[src/rtl/fifo_burst_reader.sv]
// Drains a show-ahead FIFO in framed bursts onto a valid/ready stream via a 2-entry skid buffer.
// Optional idle-timeout flush of partial bursts: define FIFO_BURST_READER_TIMEOUT_EN.
module fifo_burst_reader #(
  parameter int DWIDTH    = 32,
  parameter int AWIDTH    = 4,
  parameter int BURST_LEN = 8,
  parameter int TIMEOUT   = 64
) (
  input  logic              clk_i,
  input  logic              srst_i,
  input  logic [DWIDTH-1:0] fifo_q_i,
  input  logic              fifo_empty_i,
  input  logic [AWIDTH:0]   fifo_usedw_i,
  output logic              fifo_rdreq_o,
  output logic [DWIDTH-1:0] data_o,
  output logic              valid_o,
  input  logic              ready_i,
  output logic              sop_o,
  output logic              eop_o,
  output logic [AWIDTH:0]   burst_len_o,
  output logic [15:0]       burst_cnt_o
);

  localparam logic [AWIDTH:0] BURST_LEN_C = (AWIDTH+1)'(BURST_LEN);
  localparam logic [AWIDTH:0] ONE_C       = (AWIDTH+1)'(1);

  typedef enum logic [0:0] {
    IDLE  = 1'b0,
    BURST = 1'b1
  } state_t;

  state_t              state_r, state_s;
  logic [AWIDTH:0]     len_r, len_s;
  logic [AWIDTH:0]     pop_left_r, pop_left_s;
  logic                full_start_s;
  logic                timeout_s;
  logic                pop_s;
  logic                load_s;
  logic                in_sop_s;
  logic                in_eop_s;

  logic [DWIDTH-1:0]   spare_data_r;
  logic                spare_sop_r;
  logic                spare_eop_r;
  logic [AWIDTH:0]     spare_len_r;
  logic                spare_valid_r;

  assign full_start_s = (fifo_usedw_i >= BURST_LEN_C);

`ifdef FIFO_BURST_READER_TIMEOUT_EN
  localparam int TW = $clog2(TIMEOUT + 1);
  localparam logic [TW-1:0] TIMEOUT_LAST_C = TW'(TIMEOUT - 1);

  logic [TW-1:0] timer_r, timer_s;
  logic          counting_s;

  assign counting_s = (state_r == IDLE) && !fifo_empty_i && !full_start_s;
  assign timeout_s  = counting_s && (timer_r == TIMEOUT_LAST_C);

  // Idle timer: counts partial-occupancy cycles, clears on empty or burst start.
  always_comb begin
    timer_s = '0;
    if (counting_s && !timeout_s) begin
      timer_s = timer_r + TW'(1);
    end else begin
      timer_s = '0;
    end
  end

  // Idle timer register.
  always_ff @(posedge clk_i) begin
    if (srst_i) begin
      timer_r <= '0;
    end else begin
      timer_r <= timer_s;
    end
  end
`else
  assign timeout_s = 1'b0 && (TIMEOUT < 1);
`endif

  // Skid is free only when the spare slot is empty; keeps rdreq off the ready path.
  assign pop_s        = (state_r == BURST) && (pop_left_r != '0) && !fifo_empty_i && !spare_valid_r;
  assign fifo_rdreq_o = pop_s;
  assign in_sop_s     = (pop_left_r == len_r);
  assign in_eop_s     = (pop_left_r == ONE_C);
  assign load_s       = !valid_o || ready_i;

  // Next-state and burst counters.
  always_comb begin
    state_s    = state_r;
    len_s      = len_r;
    pop_left_s = pop_left_r;
    case (state_r)
      IDLE: begin
        if (full_start_s) begin
          state_s    = BURST;
          len_s      = BURST_LEN_C;
          pop_left_s = BURST_LEN_C;
        end else if (timeout_s) begin
          state_s    = BURST;
          len_s      = fifo_usedw_i;
          pop_left_s = fifo_usedw_i;
        end else begin
          state_s    = IDLE;
        end
      end
      BURST: begin
        if (pop_s) begin
          pop_left_s = pop_left_r - ONE_C;
          if (pop_left_r == ONE_C) begin
            state_s = IDLE;
          end else begin
            state_s = BURST;
          end
        end else begin
          state_s = BURST;
        end
      end
      default: begin
        state_s    = IDLE;
        len_s      = '0;
        pop_left_s = '0;
      end
    endcase
  end

  // State and burst counter registers.
  always_ff @(posedge clk_i) begin
    if (srst_i) begin
      state_r    <= IDLE;
      len_r      <= '0;
      pop_left_r <= '0;
    end else begin
      state_r    <= state_s;
      len_r      <= len_s;
      pop_left_r <= pop_left_s;
    end
  end

  // Output register plus spare slot; framing tags travel with each word.
  always_ff @(posedge clk_i) begin
    if (srst_i) begin
      data_o        <= '0;
      valid_o       <= 1'b0;
      sop_o         <= 1'b0;
      eop_o         <= 1'b0;
      burst_len_o   <= '0;
      spare_data_r  <= '0;
      spare_sop_r   <= 1'b0;
      spare_eop_r   <= 1'b0;
      spare_len_r   <= '0;
      spare_valid_r <= 1'b0;
      burst_cnt_o   <= 16'd0;
    end else begin
      if (load_s) begin
        if (spare_valid_r) begin
          data_o      <= spare_data_r;
          sop_o       <= spare_sop_r;
          eop_o       <= spare_eop_r;
          burst_len_o <= spare_len_r;
          valid_o     <= 1'b1;
        end else if (pop_s) begin
          data_o      <= fifo_q_i;
          sop_o       <= in_sop_s;
          eop_o       <= in_eop_s;
          burst_len_o <= len_r;
          valid_o     <= 1'b1;
        end else begin
          sop_o       <= 1'b0;
          eop_o       <= 1'b0;
          valid_o     <= 1'b0;
        end
      end
      // pop_s implies the spare is empty, so the two branches never collide.
      if (load_s && spare_valid_r) begin
        spare_valid_r <= 1'b0;
      end else if (!load_s && pop_s) begin
        spare_data_r  <= fifo_q_i;
        spare_sop_r   <= in_sop_s;
        spare_eop_r   <= in_eop_s;
        spare_len_r   <= len_r;
        spare_valid_r <= 1'b1;
      end
      if (valid_o && ready_i && eop_o) begin
        burst_cnt_o <= burst_cnt_o + 16'd1;
      end
    end
  end

endmodule

[config.mk]
export PLATFORM = sky130hd
export DESIGN_NAME = fifo_burst_reader
export DESIGN_NICKNAME = d
export VERILOG_FILES = /design/src/rtl/fifo_burst_reader.sv
export SDC_FILE = /design/constraint.sdc
export NUM_CORES = 1
export LEC_CHECK = 0
export CELL_PAD_IN_SITES_DETAIL_PLACEMENT = 0
export CELL_PAD_IN_SITES_GLOBAL_PLACEMENT = 2
export CORE_ASPECT_RATIO = 1.75
export CORE_MARGIN = 5
export CORE_UTILIZATION = 30
export CTS_CLUSTER_DIAMETER = 40
export DETAILED_ROUTE_END_ITERATION = 10
export PLACE_DENSITY = 0.84
export SYNTH_ARGS = -nofsm -noshare
export SYNTH_HDL_FRONTEND = slang
export SYNTH_SLANG_ARGS = --single-unit
[constraint.sdc]
create_clock -name clk_i -period 2.14 [get_ports clk_i]
set_input_delay 0.428 -clock clk_i [delete_from_list [all_inputs] [get_ports clk_i]]
set_output_delay 0.428 -clock clk_i [all_outputs]
set_load 0.05 [all_outputs]
# == Word-level counts from Yosys, hierarchy flattened ==
# Cells that the tools add are included.
# word_totals
reg_bits,99
mem_bits_rw,0
romBits,0
n_memories,0
latchBits,0
inputBits,41
wordCells,59
# op_classes
n_div,0
n_reduce_logical,19
add_sub_neg,2
shift,0
n_lt_le_gt_ge,1
multipliers,0
bitwise_logic,2
n_mux,17
n_eq_ne,4
# op_table
operator,count
32-bit 2-to-1 mux,2
5-bit 2-to-1 mux,4
"16-bit by 1-bit adder with 16-bit output, second input constant",1
5-bit one-hot mux with 2 select lines,1
1-bit 2-to-1 mux,9
2-bit AND reduction,4
1-bit logical AND,7
"5-bit by 1-bit equality test with 1-bit output, second input constant",1
5-bit by 4-bit equality test with 1-bit output,1
"5-bit by 4-bit greater-or-equal comparator with 1-bit output, second input constant",1
5-bit nonzero test,1
"5-bit by 1-bit subtractor with 5-bit output, second input constant",1
1-bit zero test,4
"2-bit by 1-bit inequality test with 1-bit output, second input constant",1
"2-bit inequality test, second input constant",1
1-bit inverter,2
1-bit one-hot mux with 2 select lines,1
2-bit nonzero test,1
2-bit OR reduction,1
1-bit logical OR,1

# == Logic depth before layout (Yosys ltp) ==
# Gate-level depths: netlist of the first run.
# logic_depth
depth_word,6
ltp_mapped,8
ltp_nobuf,7

# == Least setup slack after synthesis of the first run ==
# Ideal clock, no wire load.
# synth_path
path_type,reg-to-reg
start,register valid_o
end,register burst_cnt_o[13]
synth_period_minus_slack_ns,2.061
arrival_time_ns,1.941
n_path_buf,0
required_time_ns,2.019
path_stages_with_launch,5
setup_ns,0.121
slack_ns,0.079
path_cell_list,dfxtp_1 -> nand3_2 -> nor4_1 -> nand4_1 -> mux2_2
# synth_between
elab_chain_cells,2
# synth_lines
item,line,source
start: declaration,16,"output logic valid_o,"
start signal: assignment,145,valid_o <= 1'b0;
start signal: assignment,162,valid_o <= 1'b1;
start signal: assignment,168,valid_o <= 1'b1;
1-bit logical AND (2 in series),185,if (valid_o && ready_i && eop_o) begin
end signal: assignment,186,burst_cnt_o <= burst_cnt_o + 16'd1;
end: declaration,21,output logic [15:0] burst_cnt_o
# Every way passes these cells.
# A chain may end at the register's enable or synchronous reset.

# == Worst setup path after layout of the first run ==
# layout_path
start,register pop_left_r[0]
end,output fifo_rdreq_o
# layout_between
elab_chain_cells,4
# layout_lines
item,line,source
start: declaration,34,"logic [AWIDTH:0] pop_left_r, pop_left_s;"
start signal: assignment,137,pop_left_r <= pop_left_s;
5-bit nonzero test,83,assign pop_s = (state_r == BURST) && (pop_left_r != '0) && !fifo_empty_i && !spare_valid_r;
1-bit logical AND (3 in series),83,
end: declaration,14,"output logic fifo_rdreq_o,"
# Every way passes these cells.

==> results of run 1 <==
## layout make-up
type	count	area, um2	share of cell area (%)
Clock buffer	11	253	4.26
Clock inverter	5	80.1	1.35
Inverter	5	18.8	0.317
Multi-Input combinational cell	318	2290	38.7
Sequential cell	95	1910	32.1
Tap cell	180	225	3.80
Timing Repair Buffer	114	1150	19.5
## power by group
group	internal (mW)	switching, mW
Combinational	0.264	0.383
Sequential	1.82	0.0437
Clock	1.09	0.675
## metrics by stage
step           worst slack (ns)  power (mW)
6_report                 0.0320        4.27
5_1_grt                 -0.0172        4.45
4_1_cts                -0.00420        4.33
3_5_place_dp             0.0186        2.54
3_3_place_gp          -0.000289        2.53
2_1_floorplan            0.0787        2.31
## registers in the layout, indices dropped and copies added (netlist names)
signal,cells
len_r,1
spare_valid_r,1
pop_left_r,5
burst_len_o,1
spare_len_r,1
data_o,32
spare_data_r,32
spare_sop_r,1
state_r,1
spare_eop_r,1
burst_cnt_o,16
valid_o,1
eop_o,1
sop_o,1
## per-layer routing
| layer | part of all wire [%] | wire length [um] | vias to the layer above |
|---|---|---|---|
| met5 | 0 | 0 | - |
| met4 | 2.4 | 280 | 0 |
| met3 | 4.9 | 571 | 14 |
| met2 | 53 | 6270 | 86 |
| met1 | 39 | 4620 | 1716 |
| li1 | - | - | 1764 |
## cell usage in the layout, fill, tap and decap left out, types with 9 or more instances in the layout
| cell | count |
|---|---|
| clkbuf_16 | 9 |
| a21oi_1 | 28 |
| a211oi_2 | 30 |
| clkdlybuf4s50_1 | 85 |
| nand2_1 | 73 |
| buf_4 | 21 |
| mux2i_1 | 34 |
| dfxtp_1 | 92 |
| nor2_1 | 22 |
| a21oi_2 | 48 |
## cell families (layout without fill, tap and decap cells)
kind of cell | count (synthesis) | after routing | share of synthesized area [%]
buffers and inverters | 43 | 135 | 6.00
other | 1 | 4 | 0.0849
AOI/OAI and AO/OA | 123 | 123 | 24.6
muxes | 36 | 36 | 8.21
xor gates and xnor gates | 12 | 12 | 2.38
adders and majority gates | 3 | 3 | 0.849
DFF | 95 | 95 | 43.0
and+or+nand+nor | 140 | 140 | 14.9
## worst reg2reg max path, cell delays in order, from the launching register on
cell      delay (ns)
dfxtp_2         0.35
inv_2           0.07
ha_4            0.14
or4b_4          0.49
buf_4           0.19
a31o_4          0.28
buf_4           0.20
a21oi_2         0.17
a211oi_2        0.06
## cell usage after synthesis, drive strengths merged, types with 2 or more instances
cell	instances
xor2	8
mux2	2
xnor2	4
nand4	5
mux2i	34
a31o	2
clkbuf	12
o21ai	4
or3	3
nand2	75
nor3	9
and3	2
nor4	2
a21oi	76
a31oi	2
inv	5
nor4b	2
nand2b	2
a211oi	34
dfxtp	95
nand3	9
nor2	23
and4	2
buf	26
ha	3
## how the worst max path moves through the flow
stage | slack, ns | cells after the start | end | startpoint
after floorplan | 0.08 | 4 | burst_cnt_o[13] | valid_o
after global placement | -0.0003 | 6 | burst_cnt_o[13] | ready_i
after detailed placement | 0.02 | 6 | burst_cnt_o[13] | ready_i
after CTS | -0.004 | 6 | fifo_rdreq_o | pop_left_r[1]
after global routing | -0.02 | 6 | fifo_rdreq_o | pop_left_r[0]
final | 0.03 | 6 | fifo_rdreq_o | pop_left_r[0]
## timing repair
action	in CTS	in global routing
setup buffers	4	0
gates resized for setup	4	7
endpoints found under the setup margin	1	8
cloned	0	0
==> flow_summary.toml, run 1 <==
[setup_path]
worst_path_max_delay_cell = "or4b_4"
crit_chain = "inv_2, ha_4, or4b_4, nand2_4, inv_2, buf_12"
worstReg2RegStart = "pop_left_r[0]"
r2r-end = "data_o[26]"
crit_arrival_ns = 1.68
critPathTopFamily = "simple AND/OR/NAND/NOR gates"
start_kind = "register"
r2r_slack_ns = 0.07
worstPathRequired_ns = 1.71
rr_worst_depth = 8
crit_path_max_incr_delay_ns = 0.49
worst_setup_path_end_kind = "output pin"
crit_fanout = 5
cp_common_cell = "inv_2"
path_class = "register to output pin"
crit_buf_inv = 3

[logic_synthesis]
ys_seq_area_share_pct = 43.0
async_flop_share_pct = 0
synth_area_mm2 = 0.00442
synth-seq-cells = 95
yosysWarnings = 0
ys_types = 48
synth_cells = 453
synthFlopType = "dfxtp_1"
postSynthAreaPerCell_um2 = 9.76
synth_edf_count = 0
yosysTopAreaCell = "dfxtp_1"
synth.area.top_cells = "dfxtp_1 (43%), a21oi_2 (9.5%), a211oi_2 (8.5%)"
synth_top_area_share_pct = 43.0

[clock_tree]
numCtsBuffers = 9
cts.clk_slew.worst_paths_ns = 0.07
clk_latency_ns = 0.34
ctsHoldBuffers = 0
cts_sinks = 95
cts_root_buffer = "clkbuf_16"
cts.path.max_buffers = 2
cts_tree = "yes"
htreeDepth = 3

[min_path]
holdPathEnd = "spare_data_r[23]"
hold_depth = 2
hold_class = "register to register"
hold_start = "spare_data_r[23]"

[placed_design]
port_buffers = 90
gp_congestion = 0.789
place_inst = 708
place_area_mm2 = 0.00554
dp_hpwl_um = 7940

[timing]
tns_ns = 0
fin_crit_sh_pct = 98.5
grt_setup_unrepaired = "yes"
worst_slew_pin_slew_ns = 0.662
fmax_ghz = 0.474
fin_skew_ns = 0.00805
slew_viol_final = 0
setup_violations = 0
finalHoldViolCount = 0
fin_crit_ns = 2.11
whs_ns = 0.457
max_slew_margin_pct = 55.3

[layout]
fill_cells = 1450
diodes = 0
nNetsFinal = 587
drive_gt1_share_pct = 26.1
final_util_pct = 41.1
finalNonFillerCells = 728
syn_to_final_growth_pct = 34.1
final_area_mm2 = 0.00593

[drt]
num_vias = 3580
drt_wl_total_um = 11700
route.detailed.drc = 0
ant_nets = 0
drtIter0Drc = 179
viasPerCell = 4.92
first_pass_iters = 4
routedWlPerCell_um = 16.1

[grt]
grt_max_degree = 48
grt_pass1_wl_um = 18600
busiest_layer = "met2"
grt_usage_pct = 13.7
grtUsageMet3_pct = 3.14
met1_usage_pct = 15.3
antenna_found_initial = 0
overflow = 0
grt_pass1_vias = 3688
grtUsageMet2_pct = 24.4

[die]
io_pins = 98
start_util_pct = 30.6
rows = 58
die_area_mm2 = 0.0174
core_mm2 = 0.0144
fp.dieH_um = 171
die_w_um = 102

[status]
status = "completed"

[run]
cap_violations = 0

[pwr]
power.density_mw_per_mm2 = 720
peakVddDrop_uv = 382
p_leak_nw = 1.93
Power figures use the tool's default switching activity.
==> run 2, diff against run 1 <==
Settings changed: CAP_MARGIN set to 10, CORE_UTILIZATION 30 to 31, PLACE_DENSITY 0.84 to 0.87, SKIP_CTS_REPAIR_TIMING set to 1.
==> run 2 against run 1 <==
Worst hold slack lost 0.0024 ns. Final area is 0.99% higher. First-iteration DRC count down 28%. Sequential share of layout area is 0.34 points lower. Highest routed layer unchanged.
==> flow_summary.toml, run 2 (synthesis gave the netlist of run 1 again) <==
[status]
status = "completed"

[die]
core_mm2 = 0.0140
die_area_mm2 = 0.0168
start_util_pct = 31.6
fp.dieH_um = 168
die_w_um = 100
io_pins = 98
rows = 57

[setup_path]
worst_setup_path_end_kind = "output pin"
start_kind = "register"
worstPathRequired_ns = 1.71
crit_fanout = 5
rr_worst_depth = 8
crit_arrival_ns = 1.68
path_class = "register to output pin"
r2r_slack_ns = 0.09
worstReg2RegStart = "pop_left_r[0]"
r2r-end = "data_o[12]"

[grt]
overflow = 0
grt_pass1_vias = 3667
grt_pass1_wl_um = 18900
grt_usage_pct = 14.0
antenna_found_initial = 0
grt_max_degree = 38

[timing]
fin_ws_ns = 0.0350
fin_skew_ns = 0.00848
fin_crit_ns = 2.10
max_slew_margin_pct = 57.2
setup_violations = 0
slew_viol_final = 0
worst_slew_pin_slew_ns = 0.642
finalHoldViolCount = 0
grt_setup_unrepaired = "yes"
fmax_ghz = 0.475
fin_crit_sh_pct = 98.4

[placed_design]
place_inst = 708
dp_slack_ns = -0.0288
port_buffers = 90
gp_congestion = 0.804
dp_hpwl_um = 8110

[pwr]
p_leak_nw = 1.95
power.density_mw_per_mm2 = 687
peakVddDrop_uv = 351

[layout]
drive_gt1_share_pct = 26.8
reg_top3 = "data_o x32, spare_data_r x32, burst_cnt_o x16"
diodes = 0
finalNonFillerCells = 734
syn_to_final_growth_pct = 35.5
nNetsFinal = 596
final_common_cell = "dfxtp_1"
fill_cells = 1411
mostFrequentLayoutCells = "dfxtp_1 (93), clkdlybuf4s50_1 (85), nand2_1 (73)"

[run]
cap_violations = 0

[clock_tree]
clk_latency_ns = 0.34
cts.clk_slew.worst_paths_ns = 0.07
htreeDepth = 3
cts_root_buffer = "clkbuf_16"
cts_sinks = 95
cts_tree = "yes"
numCtsBuffers = 9
cts.path.max_buffers = 2

[drt]
routedWlPerCell_um = 15.9
route.detailed.drc = 0
drt_wl_total_um = 11700
viasPerCell = 4.87
num_vias = 3578
drtIter0Drc = 128
first_pass_iters = 4
ant_nets = 0

[min_path]
hold_class = "register to register"
hold_depth = 2
holdPathEnd = "spare_data_r[22]"
hold_start = "spare_data_r[22]"
-- run 2: cell types whose count changed in the layout (fill, tap and decap cells not counted) --
cell / before / now
dlymetal6s2s_1: 2 / 1
bufinv_16: 2 / 1
buf_12: 6 / 9
dfxtp_1: 92 / 93
clkbuf_8: 2 / 1
clkbuf_1: 0 / 3
buf_4: 21 / 27
buf_6: 0 / 1
clkinvlp_4: 2 / 1
dfxtp_2: 3 / 2
-- run 2: worst max-delay path by stage --
stage,slack [ns],startpoint,end,depth (start not counted)
2_1_floorplan,0.08,valid_o,burst_cnt_o[13],4
3_3_place_gp,0.007,ready_i,burst_cnt_o[13],6
3_5_place_dp,-0.03,ready_i,burst_cnt_o[13],6
4_1_cts,-0.19,pop_left_r[0],fifo_rdreq_o,6
5_1_grt,-0.01,pop_left_r[0],fifo_rdreq_o,6
6_report,0.04,pop_left_r[0],fifo_rdreq_o,6
-- run 2: worst max-delay path, cell delays in order (launching register included) --
cell     delay [ns]
dfxtp_2        0.34
inv_2          0.07
ha_4           0.14
or4b_4         0.50
nand2_4        0.08
inv_2          0.06
buf_12         0.15
-- run 2: per-layer routing --
| layer | wire [um] | global-route usage, % | part of all wire, % |
|---|---|---|---|
| met5 | 0 | 0 | 0 |
| met4 | 159 | 4.57 | 1.4 |
| met3 | 472 | 3.27 | 4.0 |
| met2 | 6260 | 25.3 | 53 |
| met1 | 4820 | 16.0 | 41 |
-- run 2: layout make-up --
class,count,area (um2),share of cell area [%]
clock buffer,13,250,4.18
clock inverter,3,42.5,0.711
inverter,5,18.8,0.313
multi-input combinational,318,2290,38.3
sequential,95,1900,31.8
tap,177,221,3.70
timing repair buffer,123,1260,21.0
-- run 2: power by group --
| group | switching [mW] | internal, mW |
|---|---|---|
| Sequential | 0.0426 | 1.82 |
| Combinational | 0.385 | 0.284 |
| Clock | 0.648 | 0.937 |
-- run 2: stage by stage --
stage	instance area [um2]	power [mW]	util (%)	TNS (ns)	hold WS, ns
4_1_cts	5880	4.15	42.1	-0.194	0.455
6_report	5990	4.11	42.8	0	0.454
3_5_place_dp	5590	2.55	40.0	-0.0288	0.446
3_3_place_gp	5590	2.54	40.0	0	0.441
5_1_grt	5990	4.28	42.8	-0.0131	0.472
2_1_floorplan	4430	2.31	-	0	0.436
